**src/rtl/freq_meter.sv**
```systemverilog
// rtl/freq_meter.sv - gated rising-edge frequency meter
module freq_meter #(
    parameter int GATE_CYCLES = 50000000,
    parameter int GATE_W      = 26,
    parameter int COUNT_W     = 20
) (
    input  logic               clk,
    input  logic               rst,
    input  logic               en,
    input  logic               sig_in,
    output logic [COUNT_W-1:0] freq,
    output logic               valid,
    output logic               ovf,
    output logic               busy
);

    typedef enum logic [1:0] {
        IDLE,
        GATE,
        DONE
    } state_t;

    localparam logic [GATE_W-1:0]  GATE_LAST = GATE_W'(GATE_CYCLES - 1);
    localparam logic [COUNT_W-1:0] COUNT_MAX = '1;

    state_t              state;
    logic                sync1;
    logic                sync2;
    logic                sync3;
    logic                rise;
    logic [GATE_W-1:0]   gate_cnt;
    logic [COUNT_W-1:0]  edge_cnt;
    logic                sat;
    logic [COUNT_W-1:0]  edge_nxt;
    logic                sat_nxt;

    assign rise = sync2 & ~sync3;

    // Two-flop synchronizer plus a delay stage for rising-edge detection
    always_ff @(posedge clk or posedge rst) begin
        if (rst) begin
            sync1 <= 1'b0;
            sync2 <= 1'b0;
            sync3 <= 1'b0;
        end else begin
            sync1 <= sig_in;
            sync2 <= sync1;
            sync3 <= sync2;
        end
    end

    // Edge count including this cycle's rise; holds at max and flags the lost edge
    always_comb begin
        edge_nxt = edge_cnt;
        sat_nxt  = sat;
        if (rise) begin
            if (edge_cnt == COUNT_MAX) begin
                sat_nxt = 1'b1;
            end else begin
                edge_nxt = edge_cnt + 1'b1;
            end
        end
    end

    // Gate FSM: the result is loaded on entry to DONE so valid and freq line up
    always_ff @(posedge clk or posedge rst) begin
        if (rst) begin
            state    <= IDLE;
            gate_cnt <= '0;
            edge_cnt <= '0;
            sat      <= 1'b0;
            freq     <= '0;
            ovf      <= 1'b0;
            valid    <= 1'b0;
            busy     <= 1'b0;
        end else begin
            valid <= 1'b0;
            case (state)
                IDLE: begin
                    gate_cnt <= '0;
                    edge_cnt <= '0;
                    sat      <= 1'b0;
                    if (en) begin
                        state <= GATE;
                        busy  <= 1'b1;
                    end
                end
                GATE: begin
                    if (!en) begin
                        state    <= IDLE;
                        busy     <= 1'b0;
                        gate_cnt <= '0;
                        edge_cnt <= '0;
                        sat      <= 1'b0;
                    end else if (gate_cnt == GATE_LAST) begin
                        state    <= DONE;
                        busy     <= 1'b0;
                        freq     <= edge_nxt;
                        ovf      <= sat_nxt;
                        valid    <= 1'b1;
                        gate_cnt <= '0;
                        edge_cnt <= '0;
                        sat      <= 1'b0;
                    end else begin
                        gate_cnt <= gate_cnt + 1'b1;
                        edge_cnt <= edge_nxt;
                        sat      <= sat_nxt;
                    end
                end
                DONE: begin
                    gate_cnt <= '0;
                    edge_cnt <= '0;
                    sat      <= 1'b0;
                    if (en) begin
                        state <= GATE;
                        busy  <= 1'b1;
                    end else begin
                        state <= IDLE;
                    end
                end
                default: begin
                    state <= IDLE;
                    busy  <= 1'b0;
                end
            endcase
        end
    end

endmodule

```
**config.mk**
```make
export PLATFORM = sky130hd
export DESIGN_NAME = freq_meter
export DESIGN_NICKNAME = d
export VERILOG_FILES = /design/src/rtl/freq_meter.sv
export SDC_FILE = /design/constraint.sdc
export NUM_CORES = 1
export LEC_CHECK = 0
export BUFFER_PORTS_ARGS = -buffer_cell sky130_fd_sc_hd__buf_2
export CAP_MARGIN = 5
export CORE_ASPECT_RATIO = 1.5
export CORE_MARGIN = 2
export CORE_UTILIZATION = 31
export CTS_CLUSTER_SIZE = 24
export DETAILED_ROUTE_END_ITERATION = 10
export GPL_TIMING_DRIVEN = 0
export HOLD_SLACK_MARGIN = 0.1
export SETUP_SLACK_MARGIN = 0.15
export SLEW_MARGIN = 10
export SYNTH_ARGS = -nofsm -noshare
export SYNTH_HDL_FRONTEND = slang
export SYNTH_SLANG_ARGS = --single-unit
```
**constraint.sdc**
```tcl
create_clock -name clk -period 2.6 [get_ports clk]
set_input_delay 0.52 -clock clk [delete_from_list [all_inputs] [get_ports clk]]
set_output_delay 0.52 -clock clk [all_outputs]
set_load 0.05 [all_outputs]
```
Yosys cells after proc, flatten, opt, wreduce, memory -nomap -nowiden
Cells that the tools add are included.
Word-level totals
  register bits after elaboration: 75
  input bits: 4
  word-level logic and storage cells: 53
Cells by class
  add/sub/neg operators: 2
  equal/unequal tests: 7
  mux-type cells: 25
  bitwise logic cells: 2
  reduce and logical (&&, ||, !) cells: 6
Operators with widths (count)
  2-to-1 mux 20 bit: 4
  2-to-1 mux 26 bit: 2
  case mux 26 bit (2 select lines): 1
  case mux 20 bit (2 select lines): 1
  adder 26 x 1 -> 26 bit, second input constant: 1
  == test 26 bit, second input constant: 1
  adder 20 x 1 -> 20 bit, second input constant: 1
  == test 20 bit, second input constant: 1
  2-to-1 mux 1 bit: 11
  2-to-1 mux 2 bit: 3
  case mux 2 bit (3 select lines): 1
  case mux 1 bit (2 select lines): 2
  AND reduction 2 bit: 2
  inequality test 3 bit, second input constant: 1
  AND reduction 3 bit: 1
  == test 2 x 1 -> 1 bit, second input constant: 1
  == test 2 bit, second input constant: 1
  logical NOT 2 bit: 1
  inequality test 2 x 1 -> 1 bit, second input constant: 1
  inequality test 2 bit, second input constant: 1
  nonzero test 2 bit: 1
  OR reduction 2 bit: 1
  AND 1 bit: 1
  inverter 1 bit: 1

Logic depth before layout (Yosys ltp)
  depth in word-level cells: 6
  gate-level depth with buffers: 8
  gate-level depth less buffers: 7

Least setup slack after synthesis
Ideal clock, no wire load.
  path kind: reg-to-reg
  from: reg gate_cnt[16]
  to: reg gate_cnt[9]
  library setup time: 0.139 ns
  arrival time: 1.908 ns
  data required time: 2.461 ns
  setup slack: 0.553 ns
  stages on the path, launching flop included: 8
  path buffers: 2
  path through: dfrtp_1 > or4_4 > nor4_4 > a21oi_2 > buf_6 > buf_2 > a21oi_1 > a31oi_1
On the way
  longest elaborated chain between the ends: 4
Ends and longest elaborated chain
  start, declared: RTL line 31  | logic [GATE_W-1:0] gate_cnt;
  start signal, assigned: RTL line 105  | gate_cnt <= gate_cnt + 1'b1;
  == test 26 bit: RTL line 95  | end else if (gate_cnt == GATE_LAST) begin
  2-to-1 mux 26 bit: RTL line 95
  2-to-1 mux 26 bit: RTL line 89  | if (!en) begin
  case mux 26 bit (2 select lines): RTL line 78  | case (state)
Every way passes these cells.
A chain may end at the register's enable or synchronous reset.

Worst setup path in the final report
  from: reg gate_cnt[4]
  to: reg gate_cnt[17]
On the way
  longest elaborated chain between the ends: 4
  elaborated cells between the ends (all ways): 5
Ends and longest elaborated chain (RTL line)
  adder 26 x 1 -> 26 bit or == test 26 bit (tied branches): 105, 95
  2-to-1 mux 26 bit (*): 95
  2-to-1 mux 26 bit (*): 89
  case mux 26 bit (2 select lines) (*): 78
Mark *: on every way between the ends. The rest lies on a longest branch, timed or not.

==> Flow_metrics.wiki <==
{| class="wikitable"
! Metric !! Value
|-
| Clock transition at the registers of the reported paths || roughly 0.060 ns
|-
| Hold Vio Cnt, Final || 0
|-
| Floorplan Core Area || 0.0125 mm²
|-
| Total of buffers placed on input and output ports || 26
|-
| Overall track demand over capacity in global routing || between 10% and 20%
|-
| Post-synth EDFFs || 0
|-
| RSZ-0062 raised after global routing || false
|-
| Ordered list of cells on the worst path || nand3_1 > nor4_1 > nand3_1 > and3_1 > a211o_1
|-
| Dominant register cell in the synthesized netlist || dfrtp_1
|-
| Worst Setup End Kind || register
|-
| Number of design rule violations left after detail routing || 0
|-
| Delay of the slowest critical-path stage || around 0.77 ns
|-
| Vias in the first global route || between 3000 and 4000
|-
| Multi-input gate area || roughly 0.0019 mm²
|-
| Met1 GRT Util || roughly 16%
|-
| DRC marker count from the first detailed-route iteration || around 240
|-
| Wire length of the first global-routing pass || 17.3 mm
|-
| Fraction of layout cells with a size suffix above 1 || ~15%
|-
| Synthesis Warnings || 0
|-
| Detailed-route vias per instance || 5.47
|-
| Number of nets at the end of the flow || 477
|-
| Initial antenna violation count || 0
|-
| Least-Margin Pin Slew || 0.756 ns
|-
| Critical path data arrival time || approximately 2.5 ns
|-
| Post-route antenna net violation count || 0
|-
| Most prevalent standard cell on the critical path || nand3_1
|-
| Number of instances in the synthesized netlist || 433
|-
| Starting density of the core || approximately a third
|-
| Worst Hold Class || primary input to asynchronous set/reset pin
|-
| Most congested layer reported by global routing || met2
|-
| Startpoint type of the worst setup path || register
|-
| Hold WS || approximately 0.18 ns
|-
| Layout-stage area growth over the synthesis result || 17.9%
|-
| Post-Syn Area || between 0.003 and 0.004 mm²
|-
| Reg2Reg Setup Slack || between 0.3 and 0.4 ns
|-
| Classification of the worst setup path || register to register
|-
| Sequential cell area || between 0.0015 and 0.002 mm²
|-
| Clock tree skew after final layout || 0.00647 ns
|-
| Worst r2r dst || gate_cnt[17]$_DFFE_PP0P_
|-
| Power density over the cells || 590 mW/mm²
|-
| Post CTS Setup Buffer Count || 0
|-
| Number of distinct library cells after synthesis || 51
|-
| TritonCTS clock tree || done
|-
| Fraction of the cycle the final worst path needs || between 80% and 90%
|-
| Clock insertion delay at the later pin of the skew report || 0.34 ns
|-
| Required time at the worst-slack endpoint || around 2.8 ns
|-
| Top area cells in the synthesized netlist || dfrtp_1 (47%), o21ai_0 (4.9%), nand2_1 (4.3%), a21oi_1 (4.3%), xnor2_1 (3.5%)
|-
| CTS H-tree lvls || 3
|-
| Leak || approximately 0.002 µW
|-
| Mapped Avg Cell Area || ~9 µm²
|-
| Final Max Slew Viols || 0
|-
| Buffer depth of the longest clock path || 2
|-
| Count of vias placed by the detailed router || 3460
|-
| Cell at the root of the clock tree || clkbuf_16
|-
| PnR worst setup slack || just over 0.3 ns
|-
| Met3 layer usage reported by global route || 2.45%
|-
| Startpoint of the lowest-slack register-to-register path || gate_cnt[4]$_DFFE_PP0P_
|-
| Slew HR || ~49%
|-
| Horizontal extent of the die || approximately 97 µm
|-
| Final setup violating endpoints || 0
|-
| Status || finished, final reports clean
|-
| Maximum number of pins on one net before global-route repair || 45
|-
| Total global routing overflow || 0
|-
| Inserted Clock Buffers || 9
|-
| Fillers || about 1300
|-
| Post-DP HPWL || 7.49 mm
|-
| Register bit total from synthesis || 75
|-
| Number of detailed-route iterations in the first pass || 4
|-
| Sequential share of the synthesized area || 47.0%
|-
| Row cnt || 50
|-
| Share of the synthesized area in the top cell type || around 47%
|-
| Standard cell with the maximum stage delay on the critical path || nor4_1
|-
| Worst slack after detailed placement || roughly 0.21 ns
|-
| Post-synth top area cell || dfrtp_1
|-
| Peak clock frequency supported by timing || 437 MHz
|-
| Die Y || ~140 µm
|-
| TritonCTS Sinks || between 70 and 80
|-
| Top-Level Pins || 27
|-
| Max-Cap Viols || 0
|-
| Cts hold-fix bufs || 0
|-
| Count of antenna diodes in the layout || 0
|-
| Post-synthesis async set-or-reset flop share || between 90% and 100%
|-
| Net count after synthesis || about 440
|-
| Sum Neg Setup Slack || 0 ns
|-
| Highest ir drop seen on vdd || just over 0.0003 V
|-
| GRT met2 Usage || 31.7%
|-
| Capturing element of the worst setup path || gate_cnt[17]$_DFFE_PP0P_
|-
| Routability cong. || about 0.84
|-
| Most frequent cell after synthesis || dfrtp_1
|-
| Floorplan die area || 0.0138 mm²
|-
| CP max FO || 8
|-
| Final min period || between 2 and 2.5 ns
|-
| Launch point of the critical path || gate_cnt[4]$_DFFE_PP0P_
|-
| Average routed wire per standard cell || 16.7 µm
|-
| Total wirelength of the detailed-routed design || about 11 mm
|-
| Path depth of the worst reg2reg path || 5
|-
| PnR Total Power || around 2800 µW
|-
| Final core utilization || around 38%
|-
| Ranking of synthesized cells by instance count || dfrtp_1 (75), nand2_1 (46), o21ai_0 (39)
|}
[cell usage in the layout (no fill, tap or decap), types with 5 or more instances in the layout]
cell,synthesis,layout
a21o_1,7,7
a21oi_1,34,34
a31oi_1,22,22
a41oi_1,5,5
and3_1,8,8
and4_1,10,10
buf_2,8,33
clkbuf_1,12,10
clkbuf_16,0,9
dfrtp_1,75,75
inv_1,17,16
nand2_1,46,46
nand2b_1,7,7
nand3_1,20,20
nand4_1,11,11
nor2_1,14,14
nor3_1,10,8
nor4_1,8,7
o2111ai_1,5,5
o21ai_0,39,39
o21ai_1,5,5
or3_1,8,8
xnor2_1,16,16
[cells by family after synthesis]
group | share of synthesized area (%)
adders and majority gates | 0.627
xor gates and xnor gates | 3.73
DFF | 47.0
buffers and inverters | 5.05
muxes | 0.501
and+or+nand+nor | 21.5
AOI/OAI and AO/OA | 21.6
[critical path: cells and delay by family, from the launching register on]
kind            cells  cell delay (ns)
simple gates        4             1.50
flops               1             0.42
compound gates      1             0.25
[final cells by class]
type	instances	share of cell area [%]
plain buffers	25	3.06
clock buffers	12	5.45
clock inverters	4	1.54
inverters	17	1.41
multi-input cells	316	41.2
flip-flops and latches	75	39.9
well taps	156	4.15
repair buffers	27	3.35
[flip-flops by register name, summed over array words and instances (netlist names)]
| signal | flops |
|---|---|
| busy | 1 |
| valid | 1 |
| edge_cnt | 20 |
| sync3 | 1 |
| sync2 | 1 |
| freq | 20 |
| gate_cnt | 26 |
| sat | 1 |
| ovf | 1 |
| sync1 | 1 |
| state | 2 |
[what timing repair did]
action / CTS / global route
resized for setup: 0 / 11
setup endpoints to repair: 0 / 30
hold endpoints to repair: 0 / 0
[layer usage]
layer	routed length (µm)	vias up
met4	170	0
met2	5950	54
li1	-	1690
met5	0	-
met1	4190	1703
met3	227	13
[through the flow]
stage | cells | area, µm²
4_1_cts | 632 | 4680
6_report | 632 | 4710
5_1_grt | 632 | 4710
3_5_place_dp | 616 | 4350
3_3_place_gp | 615 | 4320
2_1_floorplan | 433 | 3990
[worst min-delay path by stage]
stage,startpoint,to,slack (ns),cells past startpoint
after detailed placement,sync1$_DFF_PP0_,sync2$_DFF_PP0_,0.35,0
after CTS,rst,freq[3]$_DFFE_PP0P_,0.19,2
after floorplan,sync1$_DFF_PP0_,sync2$_DFF_PP0_,0.33,0
after global placement,sync1$_DFF_PP0_,sync2$_DFF_PP0_,0.33,0
after global routing,rst,freq[3]$_DFFE_PP0P_,0.22,2
final,rst,freq[3]$_DFFE_PP0P_,0.18,2
[report_power, final]
| group | switching, µW | internal [µW] | leakage, µW | total [µW] |
|---|---|---|---|---|
| combinational | 127 | 58.8 | 0.000799 | 186 |
| sequential | 17.8 | 1180 | 0.00104 | 1200 |
| clock | 498 | 892 | 0.000159 | 1390 |
| total | 643 | 2130 | 0.00199 | 2780 |
Note: power is estimated with default switching activity, not from simulation.
